[config.mk]
export PLATFORM = sky130hd
export DESIGN_NAME = mul_hilo_ctrl_flat
export DESIGN_NICKNAME = d
export VERILOG_FILES = /design/src/rtl/mul_hilo_ctrl_if.sv /design/src/rtl/mul_hilo_ctrl.sv /design/src/flat_wrapper.sv
export SDC_FILE = /design/constraint.sdc
export NUM_CORES = 1
export LEC_CHECK = 0
export BUFFER_PORTS_ARGS = -buffer_cell sky130_fd_sc_hd__buf_2
export CAP_MARGIN = 20
export CORE_AREA = 2 2 129 131
export CTS_BUF_LIST = sky130_fd_sc_hd__clkbuf_8
export DETAILED_ROUTE_END_ITERATION = 6
export DIE_AREA = 0 0 131 133
export PLACE_DENSITY = 0.68
export SLEW_MARGIN = 30
export SYNTH_ARGS = -nofsm -noshare
export SYNTH_HDL_FRONTEND = slang
export SYNTH_SLANG_ARGS = --single-unit
[constraint.sdc]
create_clock -name clk -period 1.5 [get_ports clk]
set_input_delay 0.15 -clock clk [delete_from_list [all_inputs] [get_ports clk]]
set_output_delay 0.15 -clock clk [all_outputs]
set_load 0.02 [all_outputs]
[src/rtl/mul_hilo_ctrl_if.sv]
// Operand/product and HI/LO access bundle between the datapath and the multiply sequencer.
// The slave modport is the sequencer's view; the master modport is the datapath's view.
interface mul_hilo_ctrl_if;
    logic        start;
    logic [31:0] op_a;
    logic [31:0] op_b;
    logic [31:0] mul_a;
    logic [31:0] mul_b;
    logic [63:0] mul_c;
    logic        hi_we;
    logic        lo_we;
    logic [31:0] hi_wd;
    logic [31:0] lo_wd;
    logic [31:0] hi;
    logic [31:0] lo;
    logic        busy;
    logic        done;

    modport slave (
        input  start, op_a, op_b, mul_c, hi_we, lo_we, hi_wd, lo_wd,
        output mul_a, mul_b, hi, lo, busy, done
    );

    modport master (
        output start, op_a, op_b, mul_c, hi_we, lo_we, hi_wd, lo_wd,
        input  mul_a, mul_b, hi, lo, busy, done
    );
endinterface

[src/rtl/mul_hilo_ctrl.sv]
// Multicycle sequencer around a combinational 32x32 signed multiplier: holds the
// operands for SETTLE_CYCLES clocks, then captures the 64-bit product into HI/LO.
module mul_hilo_ctrl #(
    parameter int SETTLE_CYCLES = 4,
    parameter int CNT_W         = 3
) (
    input  logic                  clk,
    input  logic                  clr,
    mul_hilo_ctrl_if.slave        bus
);
    typedef enum logic [1:0] {S_IDLE, S_WAIT, S_DONE} state_t;

    state_t             state, state_nxt;
    logic [CNT_W-1:0]   cnt, cnt_nxt;
    logic               accept;
    logic               capture;
    logic [31:0]        mul_a_r, mul_b_r, hi_r, lo_r;

    always_comb begin
        state_nxt = state;
        cnt_nxt   = cnt;
        accept    = 1'b0;
        capture   = 1'b0;
        unique case (state)
            S_IDLE, S_DONE: begin
                // DONE accepts a new start directly so back-to-back ops lose no clock
                state_nxt = S_IDLE;
                if (bus.start) begin
                    accept    = 1'b1;
                    cnt_nxt   = CNT_W'(SETTLE_CYCLES - 1);
                    state_nxt = S_WAIT;
                end
            end
            S_WAIT: begin
                if (cnt != '0) begin
                    cnt_nxt = cnt - 1'b1;
                end else begin
                    capture   = 1'b1;
                    state_nxt = S_DONE;
                end
            end
            default: state_nxt = S_IDLE;
        endcase
    end

    always_ff @(posedge clk) begin
        if (clr) begin
            state   <= S_IDLE;
            cnt     <= '0;
            mul_a_r <= '0;
            mul_b_r <= '0;
            hi_r    <= '0;
            lo_r    <= '0;
        end else begin
            state <= state_nxt;
            cnt   <= cnt_nxt;
            if (accept) begin
                mul_a_r <= bus.op_a;
                mul_b_r <= bus.op_b;
            end
            // Product capture takes priority over an mthi/mtlo on the same edge
            if (capture)        hi_r <= bus.mul_c[63:32];
            else if (bus.hi_we) hi_r <= bus.hi_wd;
            if (capture)        lo_r <= bus.mul_c[31:0];
            else if (bus.lo_we) lo_r <= bus.lo_wd;
        end
    end

    assign bus.mul_a = mul_a_r;
    assign bus.mul_b = mul_b_r;
    assign bus.hi    = hi_r;
    assign bus.lo    = lo_r;
    assign bus.busy  = (state == S_WAIT);
    assign bus.done  = (state == S_DONE);
endmodule

[src/flat_wrapper.sv]
// flat-port wrapper written by rule: the top's interface ports become plain ports
module mul_hilo_ctrl_flat 
#(
    parameter int SETTLE_CYCLES = 4,
    parameter int CNT_W         = 3
)
  (clk, clr, bus_start, bus_op_a, bus_op_b, bus_mul_c, bus_hi_we, bus_lo_we, bus_hi_wd, bus_lo_wd, bus_mul_a, bus_mul_b, bus_hi, bus_lo, bus_busy, bus_done);
  mul_hilo_ctrl_if bus_i ();
  input  logic clk;
  input  logic clr;
  input wire logic [$bits(bus_i.start)-1:0] bus_start;
  input wire logic [$bits(bus_i.op_a)-1:0] bus_op_a;
  input wire logic [$bits(bus_i.op_b)-1:0] bus_op_b;
  input wire logic [$bits(bus_i.mul_c)-1:0] bus_mul_c;
  input wire logic [$bits(bus_i.hi_we)-1:0] bus_hi_we;
  input wire logic [$bits(bus_i.lo_we)-1:0] bus_lo_we;
  input wire logic [$bits(bus_i.hi_wd)-1:0] bus_hi_wd;
  input wire logic [$bits(bus_i.lo_wd)-1:0] bus_lo_wd;
  output wire logic [$bits(bus_i.mul_a)-1:0] bus_mul_a;
  output wire logic [$bits(bus_i.mul_b)-1:0] bus_mul_b;
  output wire logic [$bits(bus_i.hi)-1:0] bus_hi;
  output wire logic [$bits(bus_i.lo)-1:0] bus_lo;
  output wire logic [$bits(bus_i.busy)-1:0] bus_busy;
  output wire logic [$bits(bus_i.done)-1:0] bus_done;
  assign bus_i.start = bus_start;
  assign bus_i.op_a = bus_op_a;
  assign bus_i.op_b = bus_op_b;
  assign bus_i.mul_c = bus_mul_c;
  assign bus_i.hi_we = bus_hi_we;
  assign bus_i.lo_we = bus_lo_we;
  assign bus_i.hi_wd = bus_hi_wd;
  assign bus_i.lo_wd = bus_lo_wd;
  assign bus_mul_a = bus_i.mul_a;
  assign bus_mul_b = bus_i.mul_b;
  assign bus_hi = bus_i.hi;
  assign bus_lo = bus_i.lo;
  assign bus_busy = bus_i.busy;
  assign bus_done = bus_i.done;
  mul_hilo_ctrl #(.SETTLE_CYCLES(SETTLE_CYCLES), .CNT_W(CNT_W)) u_core (.clk(clk), .clr(clr), .bus(bus_i));
endmodule
==> metrics, run 1 <==
status complete, no violations; reg-to-reg slack, setup between 10 and 15 ps; via count 5757; Avg Inst Size Synth approximately 9.4 sq um; most common cell after layout, fill and taps aside buf_2; critical-path cell list inv_2 -> ha_4 -> ha_4 -> nand3b_4 -> buf_12 -> clkbuf_16 -> nor2_1 -> a211oi_1; met2 Usage GRT about a third; RSZ-0062 raised after global routing yes; met3 global-route usage under 10%; Filler cells 1419; Final Wtd Congestion 0.820; Netlist cell types 21; largest family of logic cells by synthesized area compound AO/OA/AOI/OAI gates; final setup TNS 0 ps; max_slew headroom 70.9%; Vias per Instance between 4 and 5; placed cell area roughly 7500 sq um; area fraction in compound gates after synthesis 19.4%; H-tree depth 4; Hold Crit Endpoint u_core.bus.hi[13]; DRC violations left 0; Initial Util 34.4%; Clock Latency Late Sink 430 ps; final critical-path required period between 1000 and 1500 ps; fin cells 1240; clk sink count 133; Req. time, crit path 1840 ps; IO buf count around 330; leakage 4.40 nW; multiplexer area fraction after synthesis 11.5%; Post-Synth Adder-Cell Area 0.450%; post-route antenna net violation count 0; Worst Setup SP u_core.cnt[0]; largest net degree at the start of global routing 53; CTS Buffer Depth 2; DIE WIDTH approximately 130 um; Die H 133 um; global-route wire length before repair roughly 28000 um; worst-margin pin slew 436 ps; Area Growth Syn to Fin 63.1%; # diodes 0; Max-Cap Viols 0; worst min path class primary input to flop; busiest grt layer met2; pwr dens 1020 nW/um^2; Crit Path Category flop to flop; GRT Total Usage 20.0%; initial antenna violation count 0; peak supply drop 0.515 mV; # IOs 327; yosys warns 0; worst reg2reg startpoint u_core.cnt[0]; worst slack at placement -49.9 ps; Pwr Total 9.30 mW; Syn Nets 789; DP Wirelength 11600 um; Syn Inst Count 590; fin util 56.1%; final wirelength 18000 um; core area 16200 sq um; Hold WS between 3 and 4 ps; layout cells sized above 1 45.4%; Final Instance Area 9080 sq um; R2R cell count 8; Crit Reg-Reg Endpoint u_core.bus.hi[31]; most frequent cells in the layout buf_2 (325), dfxtp_1 (130), nand2_1 (128); mapped cell area roughly 5600 sq um; Clock Pin Slew Worst Setup and Hold Paths 80 ps; Std-Cell Rows 47; Slew Limit Fails 0; total die area 17400 sq um; crit path DAT 1830 ps; Hold Startpoint bus_mul_c[45]; #FFs+latches synth between 100 and 150; CTS tree yes; Final Skew 12.8 ps; startpoint types flop; Tcrit/Tclk final 99.3%; crit-path max cell delay 340 ps; setup ws final 10.8 ps; Post-Synth XOR/XNOR Area 0%; Hold Violations, Final 0; Clock Tree Root clkbuf_8; nets@finish 1207; drt initial violations 265; vias in the first global route 5705; register area share after synthesis 47.8%; Finish-stage setup viols 0; met1 Usage GRT 21.9%; worst hold stages 3; Critical Path Fanout Max 7; Synth Area in Simple Gates 14.6%; CTS Buf Count 17; Detailed Routing Iterations Pass 1 7; grt ovf 0; slowest cell on the critical path dfxtp_2; cell mode on critical path ha_4; Fmax 0.671 GHz; crit end category flop; per-cell routed wire length 14.5 um; placed cells 1111
[synth_stat cells]
| cell type | number | share of area (%) |
|---|---|---|
| a211oi_1 | 16 | 2.2 |
| a211oi_2 | 50 | 11 |
| a21oi_1 | 64 | 5.8 |
| buf_1 | 5 | 0.34 |
| buf_2 | 13 | 1.2 |
| buf_4 | 18 | 2.4 |
| buf_6 | 6 | 1.2 |
| clkbuf_1 | 8 | 0.54 |
| clkbuf_4 | 2 | 0.27 |
| dfxtp_1 | 133 | 48 |
| ha_1 | 2 | 0.45 |
| inv_1 | 3 | 0.20 |
| mux2i_1 | 64 | 12 |
| nand2_1 | 129 | 8.7 |
| nand2b_1 | 1 | 0.11 |
| nand3b_4 | 1 | 0.36 |
| nor2_1 | 68 | 4.6 |
| nor2b_1 | 3 | 0.34 |
| nor3_1 | 2 | 0.18 |
| nor3b_4 | 1 | 0.34 |
| o41ai_2 | 1 | 0.29 |
[final cells by class]
type | instances | area (sq um) | share of cell area [%]
clock buffers | 18 | 248 | 2.73
multi-input cells | 402 | 2650 | 29.2
repair buffers | 451 | 3080 | 34.0
clock inverters | 13 | 145 | 1.60
inverters | 3 | 11.3 | 0.124
flip-flops and latches | 133 | 2670 | 29.4
well taps | 220 | 275 | 3.03
[sequential cells by signal, indices dropped and copies added, names as in the netlist]
| name | count |
|---|---|
| u_core.bus.hi | 32 |
| u_core.bus.lo | 32 |
| u_core.bus.mul_a | 32 |
| u_core.bus.mul_b | 32 |
| u_core.cnt | 3 |
| u_core.state | 2 |
[power by group]
| part | internal, mW | total, mW | switching (mW) |
|---|---|---|---|
| sequential | 3.83 | 3.99 | 0.155 |
| combinational | 1.09 | 2.30 | 1.21 |
| clock | 1.65 | 3.01 | 1.36 |
| total | 6.57 | 9.30 | 2.73 |
[layer usage]
layer	part of all wire [%]	wire, um
met1	40	7120
met2	50	9060
met3	6.9	1230
met4	3.1	562
met5	0	0
[critical path, delay by kind of cell (launching register included)]
family	cells	cell delay, ps
buf+inv	3	360
flops	1	340
fa+ha+maj	2	310
compound gates	1	200
simple gates	2	180
[worst max-delay path by stage]
stage                        end  slack (ps)  cells after the start
3_5_place_dp   u_core.bus.lo[26]         -50                      7
3_3_place_gp       u_core.cnt[0]         -10                      7
2_1_floorplan  u_core.bus.lo[15]          40                      8
6_report       u_core.bus.hi[31]          10                      8
4_1_cts        u_core.bus.hi[24]          10                      8
5_1_grt        u_core.bus.hi[31]         -40                      8
[cells by family (layout without fill, tap and decap cells)]
| family | count (synthesis) | count (layout) |
|---|---|---|
| AOI/OAI and AO/OA | 131 | 131 |
| and+or+nand+nor | 205 | 205 |
| muxes | 64 | 64 |
| DFF | 133 | 133 |
| buffers and inverters | 55 | 485 |
| adders and majority gates | 2 | 2 |
[timing repair]
| action | CTS | global route |
|---|---|---|
| pin swaps | 1 | 23 |
| setup buffers | 4 | 0 |
| hold buffers | 84 | 8 |
| setup endpoints to repair | 66 | 49 |
| gates resized for setup | 20 | 28 |
| hold endpoints to repair | 84 | 8 |
| gates cloned | 3 | 2 |
No activity file was read; power rests on OpenSTA's default activity.
==> run 2: changes to the inputs <==
--- a/config.mk
+++ b/config.mk
@@ -11,6 +11,7 @@
 export CTS_BUF_LIST = sky130_fd_sc_hd__clkbuf_8
 export DETAILED_ROUTE_END_ITERATION = 6
 export DIE_AREA = 0 0 131 133
+export HOLD_SLACK_MARGIN = 0.03
 export PLACE_DENSITY = 0.68
 export SLEW_MARGIN = 30
 export SYNTH_ARGS = -nofsm -noshare
==> metrics, run 2 (synthesis results as in run 1) <==
vias in the first global route about 6100; CTS tree yes; Die H 133 um; clk sink count 133; Clock Pin Slew Worst Setup and Hold Paths roughly 80 ps; initial antenna violation count 0; GRT Total Usage 20.9%; most common cell after layout, fill and taps aside buf_2; final wirelength ~19000 um; per-cell routed wire length 14.7 um; core area 16200 sq um; largest net degree at the start of global routing 53; final critical-path required period 1440 ps; # IOs 327; Final Skew 12.6 ps; status complete, no violations; Initial Util 34.4%; global-route wire length before repair 28800 um; grt ovf 0; R2R cell count 8; post-route antenna net violation count 0; most frequent cells in the layout buf_2 (325), dfxtp_1 (130), nand2_1 (128); Std-Cell Rows 47; Area Growth Syn to Fin 69.2%; Clock Latency Late Sink 430 ps; worst slack at placement -49.9 ps; CTS Buf Count 17; worst min path class primary input to flop; drt initial violations 213; Final Wtd Congestion between 0.8 and 0.9; Crit Path Category flop to flop; Max-Cap Viols 0; pwr dens ~1000 nW/um^2; max_slew headroom between 70% and 80%; crit path DAT 1760 ps; crit end category flop; fin util a little under 60%; leakage ~4.5 nW; Finish-stage setup viols 0; Req. time, crit path 1810 ps; CTS Buffer Depth 2; DRC violations left 0; Fmax 0.694 GHz; nets@finish 1242; Vias per Instance 4.66; worst-margin pin slew 433 ps; Critical Path Fanout Max 11; startpoint types flop; final setup TNS 0 ps; # diodes 0; H-tree depth 4; layout cells sized above 1 43.4%; Detailed Routing Iterations Pass 1 5; DIE WIDTH 131 um; placed cells 1111; Hold Violations, Final 0; Tcrit/Tclk final 96.1%; via count 5936; Slew Limit Fails 0; Filler cells 1371; setup ws final 58.5 ps; total die area 17400 sq um; peak supply drop 0.521 mV; worst hold stages 3; IO buf count 326; fin cells ~1300; RSZ-0062 raised after global routing yes; DP Wirelength 11600 um; Clock Tree Root clkbuf_8
run 2: changes by cell type in the layout (fill, tap and decap cells not counted), moves of 2 or more:
cell and change:
dlygate4sd3_1 +35, nor2_2 -7, nor2_1 +7, a211oi_2 +2, a211oi_1 -2
run 2: per-layer routing:
metal	up-vias	global-route usage [%]	routed length (um)
li1	2910	-	-
met1	2720	22.1	7240
met2	245	37.4	9630
met3	61	6.07	1180
met4	0	10.3	731
met5	-	0	0
run 2: critical path, cell delays in order (launching register included):
cell and delay, ps:
dfxtp_2 330, inv_2 60, ha_4 130, ha_4 140, nand3b_4 130, buf_12 190
buf_12 140, nor2_1 140, a211oi_2 60
run 2: worst paths after layout:
| kind | startpoint | endpoint | slack [ps] |
|---|---|---|---|
| setup / recovery | u_core.cnt[0] | u_core.bus.hi[28] | 60 |
| setup reg to reg | u_core.cnt[0] | u_core.bus.hi[28] | 60 |
| hold reg to reg | u_core.bus.mul_b[20] | u_core.bus.mul_b[20] | 450 |
| hold / removal | bus_mul_c[31] | u_core.bus.lo[31] | 70 |
run 2: where the power goes:
part	switching [mW]	internal (mW)
combinational	1.23	1.15
sequential	0.157	3.83
clock	1.38	1.65
total	2.77	6.63
run 2: what timing repair did:
action / in CTS / in global routing
resized for setup: 20 / 22
endpoints found under the hold margin: 126 / 0
hold buffers: 127 / 0
setup endpoints to repair: 66 / 50
pin swaps: 1 / 19
cloned: 3 / 2
setup buffers: 4 / 0
run 2: final cells by class:
class                           count  area [sq um]  share of cell area, %
Inverter                            3          11.3                  0.120
Timing Repair Buffer              486          3430                   36.4
Tap cell                          220           275                   2.92
Sequential cell                   133          2670                   28.3
Multi-Input combinational cell    402          2640                   28.0
Clock inverter                     13           145                   1.54
Clock buffer                       18           248                   2.63
run 2: stage by stage:
stage	total power [mW]	area, sq um	hold slack (ps)
after floorplan	5.25	5570	286
after global placement	5.96	7470	391
after detailed placement	5.99	7470	396
after CTS	9.42	9340	30.5
after global routing	9.87	9420	32.1
final	9.40	9420	69.9
